### config.mk
export PLATFORM = sky130hd
export DESIGN_NAME = ksa_sub_pipe
export DESIGN_NICKNAME = d
export VERILOG_FILES = /design/src/rtl/ksa_sub_pipe.sv
export SDC_FILE = /design/constraint.sdc
export NUM_CORES = 1
export LEC_CHECK = 0
export CORE_UTILIZATION = 41
export DETAILED_ROUTE_END_ITERATION = 8
export PLACE_DENSITY = 0.63
export SETUP_SLACK_MARGIN = 0.15
export SLEW_MARGIN = 20
export SYNTH_ARGS = -nofsm -noshare
export SYNTH_HDL_FRONTEND = slang
export SYNTH_SLANG_ARGS = --single-unit
### constraint.sdc
create_clock -name clk -period 3.6 [get_ports clk]
set_input_delay 0.54 -clock clk [delete_from_list [all_inputs] [get_ports clk]]
set_output_delay 0.54 -clock clk [all_outputs]
set_load 0.1 [all_outputs]
### src/rtl/ksa_sub_pipe.sv
// Three-stage pipelined Kogge-Stone subtractor (a - b - bin) with valid/ready handshakes.
// Optional signed-overflow output when KSA_SUB_OVF_EN is defined.
module ksa_sub_pipe #(
    parameter int WIDTH = 8
) (
    input  logic             clk,
    input  logic             rst_n,
    input  logic             in_valid,
    output logic             in_ready,
    input  logic [WIDTH-1:0] a,
    input  logic [WIDTH-1:0] b,
    input  logic             bin,
    output logic             out_valid,
    input  logic             out_ready,
    output logic [WIDTH-1:0] diff,
`ifdef KSA_SUB_OVF_EN
    output logic             ovf,
`endif
    output logic             bout
);

    localparam int LEVELS = $clog2(WIDTH);
    localparam int SPLIT  = (LEVELS + 1) / 2;

    logic             adv;
    logic             v1_q, v1_d, v2_q, v2_d, v3_q, v3_d;
    logic [WIDTH-1:0] s1_g_q, s1_g_d, s1_p_q, s1_p_d;
    logic             s1_c0_q, s1_c0_d;
    logic [WIDTH-1:0] s2_g_q, s2_g_d, s2_gp_q, s2_gp_d, s2_p_q, s2_p_d;
    logic             s2_c0_q, s2_c0_d;
    logic [WIDTH-1:0] diff_q, diff_d;
    logic             bout_q, bout_d;
    logic [WIDTH-1:0] gk2, pk2, gk3, pk3, lowmask2, lowmask3, carries;
`ifdef KSA_SUB_OVF_EN
    logic             s1_am_q, s1_am_d, s1_bm_q, s1_bm_d;
    logic             s2_am_q, s2_am_d, s2_bm_q, s2_bm_d;
    logic             ovf_q, ovf_d;
`endif

    assign adv       = ~v3_q | out_ready;
    assign in_ready  = adv;
    assign out_valid = v3_q;
    assign diff      = diff_q;
    assign bout      = bout_q;
`ifdef KSA_SUB_OVF_EN
    assign ovf       = ovf_q;
`endif

    // S1: subtraction becomes a + ~b + ~bin, so the bit terms use ~b and carry-in is ~bin.
    always_comb begin
        v1_d    = v1_q;
        s1_g_d  = s1_g_q;
        s1_p_d  = s1_p_q;
        s1_c0_d = s1_c0_q;
        if (adv) begin
            v1_d    = in_valid;
            s1_g_d  = a & ~b;
            s1_p_d  = a ^ ~b;
            s1_c0_d = ~bin;
        end
    end

    // S2: carry-in folded into bit 0 generate, then the first SPLIT prefix levels.
    always_comb begin
        gk2      = s1_g_q;
        gk2[0]   = s1_g_q[0] | (s1_p_q[0] & s1_c0_q);
        pk2      = s1_p_q;
        lowmask2 = '0;
        for (int l = 0; l < SPLIT; l++) begin
            lowmask2 = (WIDTH'(1) << (1 << l)) - WIDTH'(1);
            gk2      = gk2 | (pk2 & (gk2 << (1 << l)));
            pk2      = pk2 & ((pk2 << (1 << l)) | lowmask2);
        end
        v2_d    = v2_q;
        s2_g_d  = s2_g_q;
        s2_gp_d = s2_gp_q;
        s2_p_d  = s2_p_q;
        s2_c0_d = s2_c0_q;
        if (adv) begin
            v2_d    = v1_q;
            s2_g_d  = gk2;
            s2_gp_d = pk2;
            s2_p_d  = s1_p_q;
            s2_c0_d = s1_c0_q;
        end
    end

    // S3: remaining prefix levels; gk3[i] is the carry out of bit i.
    always_comb begin
        gk3      = s2_g_q;
        pk3      = s2_gp_q;
        lowmask3 = '0;
        for (int l = SPLIT; l < LEVELS; l++) begin
            lowmask3 = (WIDTH'(1) << (1 << l)) - WIDTH'(1);
            gk3      = gk3 | (pk3 & (gk3 << (1 << l)));
            pk3      = pk3 & ((pk3 << (1 << l)) | lowmask3);
        end
        carries = {gk3[WIDTH-2:0], s2_c0_q};
        v3_d    = v3_q;
        diff_d  = diff_q;
        bout_d  = bout_q;
        if (adv) begin
            v3_d   = v2_q;
            diff_d = s2_p_q ^ carries;
            bout_d = ~gk3[WIDTH-1];
        end
    end

`ifdef KSA_SUB_OVF_EN
    always_comb begin
        s1_am_d = s1_am_q;
        s1_bm_d = s1_bm_q;
        s2_am_d = s2_am_q;
        s2_bm_d = s2_bm_q;
        ovf_d   = ovf_q;
        if (adv) begin
            s1_am_d = a[WIDTH-1];
            s1_bm_d = b[WIDTH-1];
            s2_am_d = s1_am_q;
            s2_bm_d = s1_bm_q;
            ovf_d   = (s2_am_q != s2_bm_q) & (diff_d[WIDTH-1] != s2_am_q);
        end
    end

    always_ff @(posedge clk or negedge rst_n) begin
        if (!rst_n) begin
            s1_am_q <= 1'b0;
            s1_bm_q <= 1'b0;
            s2_am_q <= 1'b0;
            s2_bm_q <= 1'b0;
            ovf_q   <= 1'b0;
        end else begin
            s1_am_q <= s1_am_d;
            s1_bm_q <= s1_bm_d;
            s2_am_q <= s2_am_d;
            s2_bm_q <= s2_bm_d;
            ovf_q   <= ovf_d;
        end
    end
`endif

    always_ff @(posedge clk or negedge rst_n) begin
        if (!rst_n) begin
            v1_q    <= 1'b0;
            v2_q    <= 1'b0;
            v3_q    <= 1'b0;
            s1_g_q  <= '0;
            s1_p_q  <= '0;
            s1_c0_q <= 1'b0;
            s2_g_q  <= '0;
            s2_gp_q <= '0;
            s2_p_q  <= '0;
            s2_c0_q <= 1'b0;
            diff_q  <= '0;
            bout_q  <= 1'b0;
        end else begin
            v1_q    <= v1_d;
            v2_q    <= v2_d;
            v3_q    <= v3_d;
            s1_g_q  <= s1_g_d;
            s1_p_q  <= s1_p_d;
            s1_c0_q <= s1_c0_d;
            s2_g_q  <= s2_g_d;
            s2_gp_q <= s2_gp_d;
            s2_p_q  <= s2_p_d;
            s2_c0_q <= s2_c0_d;
            diff_q  <= diff_d;
            bout_q  <= bout_d;
        end
    end

endmodule

==> results of run 1 <==
[path summary, 6_finish.rpt]
check	end	slack, ps	depth (start not counted)
min in group clk	v2_q	470	2
hold / removal	diff[4]	170	1
hold reg to reg	v2_q	470	2
setup / recovery	out_valid	1270	1
max in group asynchronous	s1_g_q[5]	2910	2
setup reg to reg	s2_gp_q[6]	2070	4
[synthesized netlist by cell type, types with 3 or more instances]
| cell | count | share of area, % |
|---|---|---|
| o21ai_1 | 10 | 2.3 |
| a21oi_1 | 10 | 2.3 |
| dfrtp_1 | 50 | 57 |
| xnor2_1 | 5 | 2.0 |
| nand3_1 | 4 | 0.91 |
| nand2_1 | 94 | 16 |
| buf_6 | 3 | 1.5 |
| nor2_1 | 11 | 1.9 |
| a31oi_1 | 3 | 0.85 |
| a21o_1 | 5 | 1.7 |
| buf_4 | 3 | 1.0 |
| buf_2 | 4 | 0.91 |
| xor2_1 | 3 | 1.2 |
| ha_1 | 8 | 4.6 |
| inv_1 | 8 | 1.4 |
[through the flow]
| step | hold slack [ps] | utilization, % | power, mW | instances |
|---|---|---|---|---|
| floorplan | 244.4 | - | 1.670 | 234 |
| global placement | 443.2 | 49.44 | 1.891 | 326 |
| detailed placement | 451.6 | 49.83 | 1.916 | 327 |
| CTS | 180.4 | 51.31 | 2.220 | 334 |
| global route | 195.6 | 51.31 | 2.338 | 334 |
| finish | 172.4 | 51.31 | 2.199 | 334 |
[power by group]
group          leakage (nW)  switching, mW  total, mW  internal, mW
logic                 0.641          0.687      0.982         0.295
clock network        0.0383          0.173      0.308         0.134
registers             0.614          0.158      0.910         0.751
[cell families after synthesis]
group | count (synthesis) | synth area share [%]
flops | 50 | 56.88
buf+inv | 19 | 5.120
simple gates | 113 | 19.85
xor+xnor | 8 | 3.186
compound gates | 36 | 10.41
fa+ha+maj | 8 | 4.551
[cell type report]
cell class,instances,area (sq um)
well taps,70,87.58
repair buffers,33,342.8
fillers,535,2502
inverters,9,36.28
multi-input cells,165,843.3
clock buffers,7,76.32
flip-flops and latches,50,1251
[sequential cells by signal, summed over array words and instances (netlist names), 5 cells and up]
register	cells
diff	8
s2_p_q	7
s2_g_q	8
s1_g_q	8
s2_gp_q	5
s1_p_q	8
[routing by layer]
metal / part of all wire [%] / vias up / GRT usage, % / routed length [um]
li1: - / 810 / - / -
met1: 48 / 739 / 21.90 / 1921
met2: 46 / 39 / 25.73 / 1826
met3: 4.3 / 7 / 3.614 / 170
met4: 1.5 / 0 / 7.407 / 61
met5: 0 / - / 0 / 0
==> impl_metrics.csv, run 1 <==
group,metric,value,unit
clocking,clockRootBuffer,"clkbuf_8",
clocking,cts_setup_buffers,0,
global_routing,antenna_found_initial,0,
global_routing,grt.overflow.total,0,
final_layout,syn_to_final_growth,19.91,%
final_layout,layout-drive-gt1-share,4.545,%
power,power_density,833.6,nW/um^2
detailed_routing,vias,1595,
placed_design,pre_cts_ws,1369,ps
timing,clock.fmax,429.3,MHz
critical_path,cp-end-kind,"output port",
floorplan,start_util,42.79,%
timing,slew_headroom,35.68,%
clocking,ctsHoldBuffers,0,
worst_hold_path,hold_class,"primary input to asynchronous set/reset pin",
critical_path,critical-path-top-delay-family,"buffers and inverters",
timing,setup_violations,0,
timing,clock_skew,4.354,ps
placed_design,portBuffers,31,
critical_path,critical_path.reg2reg.startpoint,"out_valid",
global_routing,grt_max_degree,55,
critical_path,cp_slowest_stage_delay,1130,ps
clocking,path_clk_slew,80,ps
logic_synthesis,synth-edff-count,0,
timing,final.setup.tns,0,ps
critical_path,required,3060,ps
placed_design,post-dp-hpwl,2679,um
critical_path,crit_start,"out_valid",
clocking,cts_tree,"built",
timing,final-max-slew-violation-count,0,
critical_path,crit_fanout,2,
logic_synthesis,ys_ff_latch,50,
timing,setup_ws,1271,ps
final_layout,final_common_cell,"nand2_1",
timing,min_period,2329,ps
placed_design,gp_congestion,0.8024,
floorplan,die_y,75.25,um
placed_design,dpl_cell_area,2561,sq um
detailed_routing,wirelength,3979,um
detailed_routing,via_per_inst,4.775,
job,cap_violations,0,
clocking,cts.path.max_buffers,2,
global_routing,grt_pass1_wl,6817,um
logic_synthesis,yosysWarnings,0,
floorplan,ios,32,
critical_path,cp_cell_sequence,"clkdlybuf4s50_1",
logic_synthesis,netlist_area,2200,sq um
critical_path,arrival,1790,ps
clocking,cts_resized,0,
detailed_routing,ant_nets,0,
final_layout,design_area,2638,sq um
detailed_routing,first_pass_iters,4,
logic_synthesis,synth_area_per_cell,9.400,sq um
clocking,cts.sinks,50,
critical_path,worstSetupPathType,"flip-flop to output port",
detailed_routing,drt-initial-drc-count,149,
floorplan,row_count,26,
power,peakVddDrop,0.0003886,V
timing,finalHoldViolations,0,
logic_synthesis,ys_seq_area_share,56.88,%
floorplan,die_w,75.25,um
clocking,clkLatencyLatePin,300,ps
critical_path,cpMaxStageDelayCell,"clkdlybuf4s50_1",
status,status,"complete, no violations",
clocking,cts_htree_levels,2,
logic_synthesis,ys.flop_type,"dfrtp_1",
final_layout,fin_nets,293,
power,p_leak,1.293,nW
critical_path,crit_buf_inv,1,
floorplan,core,5140,sq um
logic_synthesis,synth_nets,263,
global_routing,grt_pass1_vias,1496,
detailed_routing,routedWlPerCell,11.91,um
final_layout,antenna_cells,0,
logic_synthesis,ys_async_sr_fraction,100.0,%
logic_synthesis,syn_inst,234,
logic_synthesis,synth.distinct_cells,24,
final_layout,final_cell_mix,"94 x nand2_1, 50 x dfrtp_1, 29 x clkdlybuf4s50_1",
clocking,numCtsBuffers,5,
critical_path,start_kind,"flip-flop",
detailed_routing,drcViolationCount,0,
timing,finalCritPeriodShare,64.70,%
floorplan,dieArea,5662,sq um
timing,worst_slew_pin_slew,961.8,ps
timing,rsz0062_at_grt,"false",
global_routing,track_usage,16.39,%
(Power assumes the default switching activity.)
==> run 2: changes to the inputs <==
Clock period 3.6 ns to 2.2 ns, I/O delays scaled along.
==> impl_metrics.csv, run 2 (synthesized netlist as in run 1, its figures left out) <==
group,metric,value,unit
status,status,"complete, no violations",
timing,final-max-slew-violation-count,0,
detailed_routing,wirelength,3888,um
global_routing,grt.overflow.total,0,
timing,clock.fmax,561.0,MHz
critical_path,reg2reg_depth,4,
clocking,numCtsBuffers,5,
global_routing,grt_pass1_vias,1451,
floorplan,die_w,75.25,um
critical_path,worstSetupPathType,"primary input to output port",
clocking,cts_htree_levels,2,
power,clock_power_share,16.8,%
detailed_routing,vias,1579,
power,power.internal,2.047,mW
critical_path,cp_cell_sequence,"clkdlybuf4s50_1 > nor2b_4 > inv_4 > buf_12",
job,cap_violations,0,
placed_design,pre_cts_ws,410.1,ps
timing,finalHoldViolations,0,
power,switching_power,1.665,mW
placed_design,post-dp-hpwl,2924,um
critical_path,arrival,1450,ps
final_layout,fin_nets,298,
placed_design,gp_congestion,0.8101,
floorplan,row_count,26,
critical_path,critical_path.reg2reg.startpoint,"out_valid",
final_layout,final_common_cell,"nand2_1",
clocking,cts_tree,"built",
critical_path,crit_fanout,19,
timing,min_period,1783,ps
timing,clock_skew,7.178,ps
clocking,path_clk_slew,80,ps
worst_hold_path,hold_class,"primary input to asynchronous set/reset pin",
timing,final.setup.tns,0,ps
detailed_routing,first_pass_iters,4,
floorplan,die_y,75.25,um
clocking,clockRootBuffer,"clkbuf_8",
clocking,cts.sinks,50,
detailed_routing,ant_nets,0,
final_layout,layout-drive-gt1-share,10.37,%
timing,setup_violations,0,
floorplan,dieArea,5662,sq um
critical_path,start_kind,"primary input",
global_routing,grt_pass1_wl,6706,um
critical_path,r2r_setup_slack,850,ps
power,power_density,1385,nW/um^2
critical_path,cp-end-kind,"output port",
detailed_routing,via_per_inst,4.644,
timing,worst_slew_pin_slew,641.7,ps
detailed_routing,drt-initial-drc-count,95,
clocking,clkLatencyLatePin,300,ps
final_layout,fillers,509,
power,p_comb_share,43.1,%
timing,slew_headroom,57.22,%
global_routing,antenna_found_initial,0,
floorplan,start_util,42.79,%
placed_design,portBuffers,31,
critical_path,cpMaxStageDelayCell,"clkdlybuf4s50_1",
power,p_leak,1.341,nW
power,p_seq_share,40.1,%
clocking,cts.path.max_buffers,2,
floorplan,ios,32,
timing,setup_ws,417.4,ps
power,peakVddDrop,0.0005931,V
floorplan,core,5140,sq um
timing,finalCritPeriodShare,81.03,%
power,p_sw_share,44.85,%
power,p_total,3.712,mW
global_routing,grt_max_degree,29,
final_layout,syn_to_final_growth,21.84,%
critical_path,cp_slowest_stage_delay,440,ps
detailed_routing,drcViolationCount,0,
final_layout,final_cell_mix,"94 x nand2_1, 50 x dfrtp_1, 19 x clkdlybuf4s50_1",
final_layout,antenna_cells,0,
critical_path,required,1870,ps
critical_path,r2r_end,"s2_gp_q[4]",
timing,rsz0062_at_grt,"false",
clocking,ctsHoldBuffers,0,
clocking,cts_setup_buffers,0,
detailed_routing,routedWlPerCell,11.44,um
global_routing,track_usage,16.13,%
clocking,cts_resized,0,
[run 2: changes by cell type in the layout (fill, tap and decap cells not counted)]
| cell | change |
|---|---|
| bufinv_16 | +1 |
| buf_4 | +15 |
| clkdlybuf4s50_1 | -10 |
[run 2: critical path: cells and delay by family]
kind	cells	cell delay, ps
buffers and inverters	3	800
AND/OR/NAND/NOR	1	310
[run 2: worst max path at each step]
stage | startpoint | endpoint | slack (ps)
after floorplan | out_valid | in_ready | 340
after global placement | out_ready | in_ready | 420
after detailed placement | out_ready | in_ready | 410
after CTS | out_ready | in_ready | 410
after global routing | out_ready | in_ready | 340
final | out_ready | in_ready | 420
[run 2: layer usage]
| metal | part of all wire [%] | GRT usage [%] | up-vias |
|---|---|---|---|
| li1 | - | - | 824 |
| met1 | 47 | 20.57 | 723 |
| met2 | 49 | 26.93 | 25 |
| met3 | 3.1 | 4.016 | 7 |
| met4 | 1.6 | 5.556 | 0 |
| met5 | 0 | 0 | - |
[run 2: per-stage QoR]
stage	cells	utilization [%]	instance area, sq um	hold slack (ps)
4_1_cts	340	52.14	2680	69.29
2_1_floorplan	234	-	2200	34.41
3_3_place_gp	332	50.07	2574	391.8
6_report	340	52.14	2680	45.22
5_1_grt	340	52.14	2680	84.90
3_5_place_dp	332	50.07	2574	392.7
[run 2: final cells by class]
cell class | count | area [sq um] | area share [%]
sequential | 50 | 1251 | 46.69
multi-input combinational | 165 | 843.3 | 31.47
timing repair buffer | 38 | 355.3 | 13.26
tap | 70 | 87.58 | 3.268
clock buffer | 7 | 76.32 | 2.848
inverter | 9 | 36.28 | 1.354
clock inverter | 1 | 30.03 | 1.120
[run 2: power groups by stage]
stage	sequential, mW	combinational [mW]	clock (mW)
floorplan	2.10	0.630	0
global placement	1.50	1.61	0
detailed placement	1.51	1.62	0
CTS	1.49	1.62	0.640
global route	1.54	1.74	0.683
finish	1.49	1.60	0.622
==> run 3: changes to the inputs <==
Settings changed: PLACE_DENSITY 0.63 to 0.65.
Clock period 2.2 ns to 1.6 ns, I/O delays scaled along.
==> impl_metrics.csv, run 3 (synthesized netlist as in run 1, its figures left out) <==
group,metric,value,unit
status,status,"complete, no violations",
critical_path,cp_cell_sequence,"nor2b_4 > buf_4 > buf_4 > nor2_1 > a32o_1",
timing,clock.fmax,711.4,MHz
critical_path,critical_path.reg2reg.startpoint,"out_valid",
floorplan,die_y,75.25,um
critical_path,reg2reg_depth,5,
floorplan,row_count,26,
timing,final-max-slew-violation-count,0,
global_routing,grt.overflow.total,0,
timing,clock_skew,4.200,ps
worst_hold_path,hold_class,"primary input to asynchronous set/reset pin",
placed_design,post-dp-hpwl,3047,um
floorplan,start_util,42.79,%
detailed_routing,vias,1663,
critical_path,crit_fanout,6,
timing,rsz0062_at_grt,"false",
timing,finalCritPeriodShare,87.85,%
critical_path,start_kind,"flip-flop",
critical_path,crit_buf_inv,2,
timing,setup_violations,0,
clocking,cts.sinks,50,
final_layout,fillers,497,
final_layout,final_cell_mix,"94 x nand2_1, 49 x dfrtp_1, 19 x clkdlybuf4s50_1",
global_routing,grt_max_degree,34,
final_layout,antenna_cells,0,
detailed_routing,routedWlPerCell,12.28,um
clocking,clockRootBuffer,"clkbuf_8",
detailed_routing,ant_nets,0,
critical_path,cp-end-kind,"flip-flop",
placed_design,gp_congestion,0.8529,
timing,min_period,1406,ps
final_layout,regArea,1255,sq um
critical_path,cpMaxStageDelayCell,"dfrtp_4",
timing,slew_headroom,70.65,%
detailed_routing,drcViolationCount,0,
critical_path,critical-path-top-delay-family,"flip-flops",
clocking,numCtsBuffers,5,
global_routing,antenna_found_initial,0,
detailed_routing,first_pass_iters,4,
timing,worst_slew_pin_slew,440.3,ps
critical_path,r2r_setup_slack,190,ps
global_routing,track_usage,16.91,%
final_layout,fin_nets,302,
timing,finalHoldViolations,0,
clocking,path_clk_slew,80,ps
floorplan,die_w,75.25,um
final_layout,multi_input_area,855.8,sq um
detailed_routing,wirelength,4223,um
global_routing,grt_pass1_vias,1475,
critical_path,cp_slowest_stage_delay,480,ps
final_layout,syn_to_final_growth,30.20,%
power,peakVddDrop,0.0009989,V
floorplan,ios,32,
critical_path,required,1840,ps
placed_design,portBuffers,31,
power,p_total,5.516,mW
critical_path,r2r_end,"s2_gp_q[6]",
critical_path,crit_top_cell,"buf_4",
power,power_density,1926,nW/um^2
clocking,cts.path.max_buffers,2,
critical_path,arrival,1640,ps
detailed_routing,via_per_inst,4.834,
clocking,clkLatencyLatePin,300,ps
global_routing,grt_pass1_wl,7024,um
final_layout,layout-drive-gt1-share,12.04,%
final_layout,final_common_cell,"nand2_1",
timing,final.setup.tns,0,ps
floorplan,dieArea,5662,sq um
detailed_routing,drt-initial-drc-count,122,
job,cap_violations,0,
floorplan,core,5140,sq um
critical_path,worstSetupPathType,"flip-flop to flip-flop",
clocking,cts_htree_levels,2,
clocking,cts_tree,"built",
power,p_leak,1.410,nW
## run 3: layout make-up
cell class / instances / share of cell area, %
sequential: 50 / 43.82
timing repair buffer: 42 / 18.79
clock buffer: 7 / 3.014
tap: 70 / 3.058
clock inverter: 1 / 0.1747
multi-input combinational: 165 / 29.88
inverter: 9 / 1.267
## run 3: worst reg2reg max path, delay by kind of cell, from the launching register on
kind                   cells  cell delay, ps
flip-flops                 1             480
AND/OR/NAND/NOR            2             340
AO/OA/AOI/OAI              1             200
buffers and inverters      2             320
## run 3: worst max-delay path by stage
stage	start	end	slack (ps)	depth (start not counted)
3_3_place_gp	out_ready	s2_gp_q[4]	80	5
3_5_place_dp	out_ready	s2_gp_q[6]	60	5
2_1_floorplan	out_valid	in_ready	150	4
5_1_grt	out_valid	s2_gp_q[6]	140	5
6_report	out_valid	s2_gp_q[6]	190	5
4_1_cts	out_valid	in_ready	170	3
## run 3: power by group
part | total [mW] | switching (mW) | internal, mW
registers | 2.12 | 0.424 | 1.70
clock network | 0.746 | 0.396 | 0.349
logic | 2.65 | 1.60 | 1.04
total | 5.52 | 2.42 | 3.09
## run 3: routing by layer
layer,part of all wire [%],up-vias,track usage (%)
li1,-,830,-
met1,46,785,23.20
met2,48,42,26.63
met3,4.5,6,4.418
met4,1.3,0,4.938
met5,0,-,0
## run 3: stage by stage
| stage | instance area [sq um] | std cells | setup WS, ps | utilization [%] | hold WS (ps) |
|---|---|---|---|---|---|
| floorplan | 2212 | 234 | 151.7 | - | -55.59 |
| global placement | 2728 | 332 | 78.95 | 53.07 | 205.6 |
| detailed placement | 2728 | 332 | 57.24 | 53.07 | 206.0 |
| CTS | 2844 | 343 | 167.0 | 55.33 | 425.8 |
| global route | 2864 | 344 | 143.3 | 55.72 | 450.4 |
| finish | 2864 | 344 | 194.4 | 55.72 | 409.9 |
## run 3: repair_timing
item / 4_1_cts / 5_1_grt
setup buffers: 2 / 1
endpoints found under the setup margin: 1 / 2
gates cloned: 0 / 0
hold endpoints to repair: 17 / 0
hold buffers: 1 / 0
gates resized for setup: 0 / 1
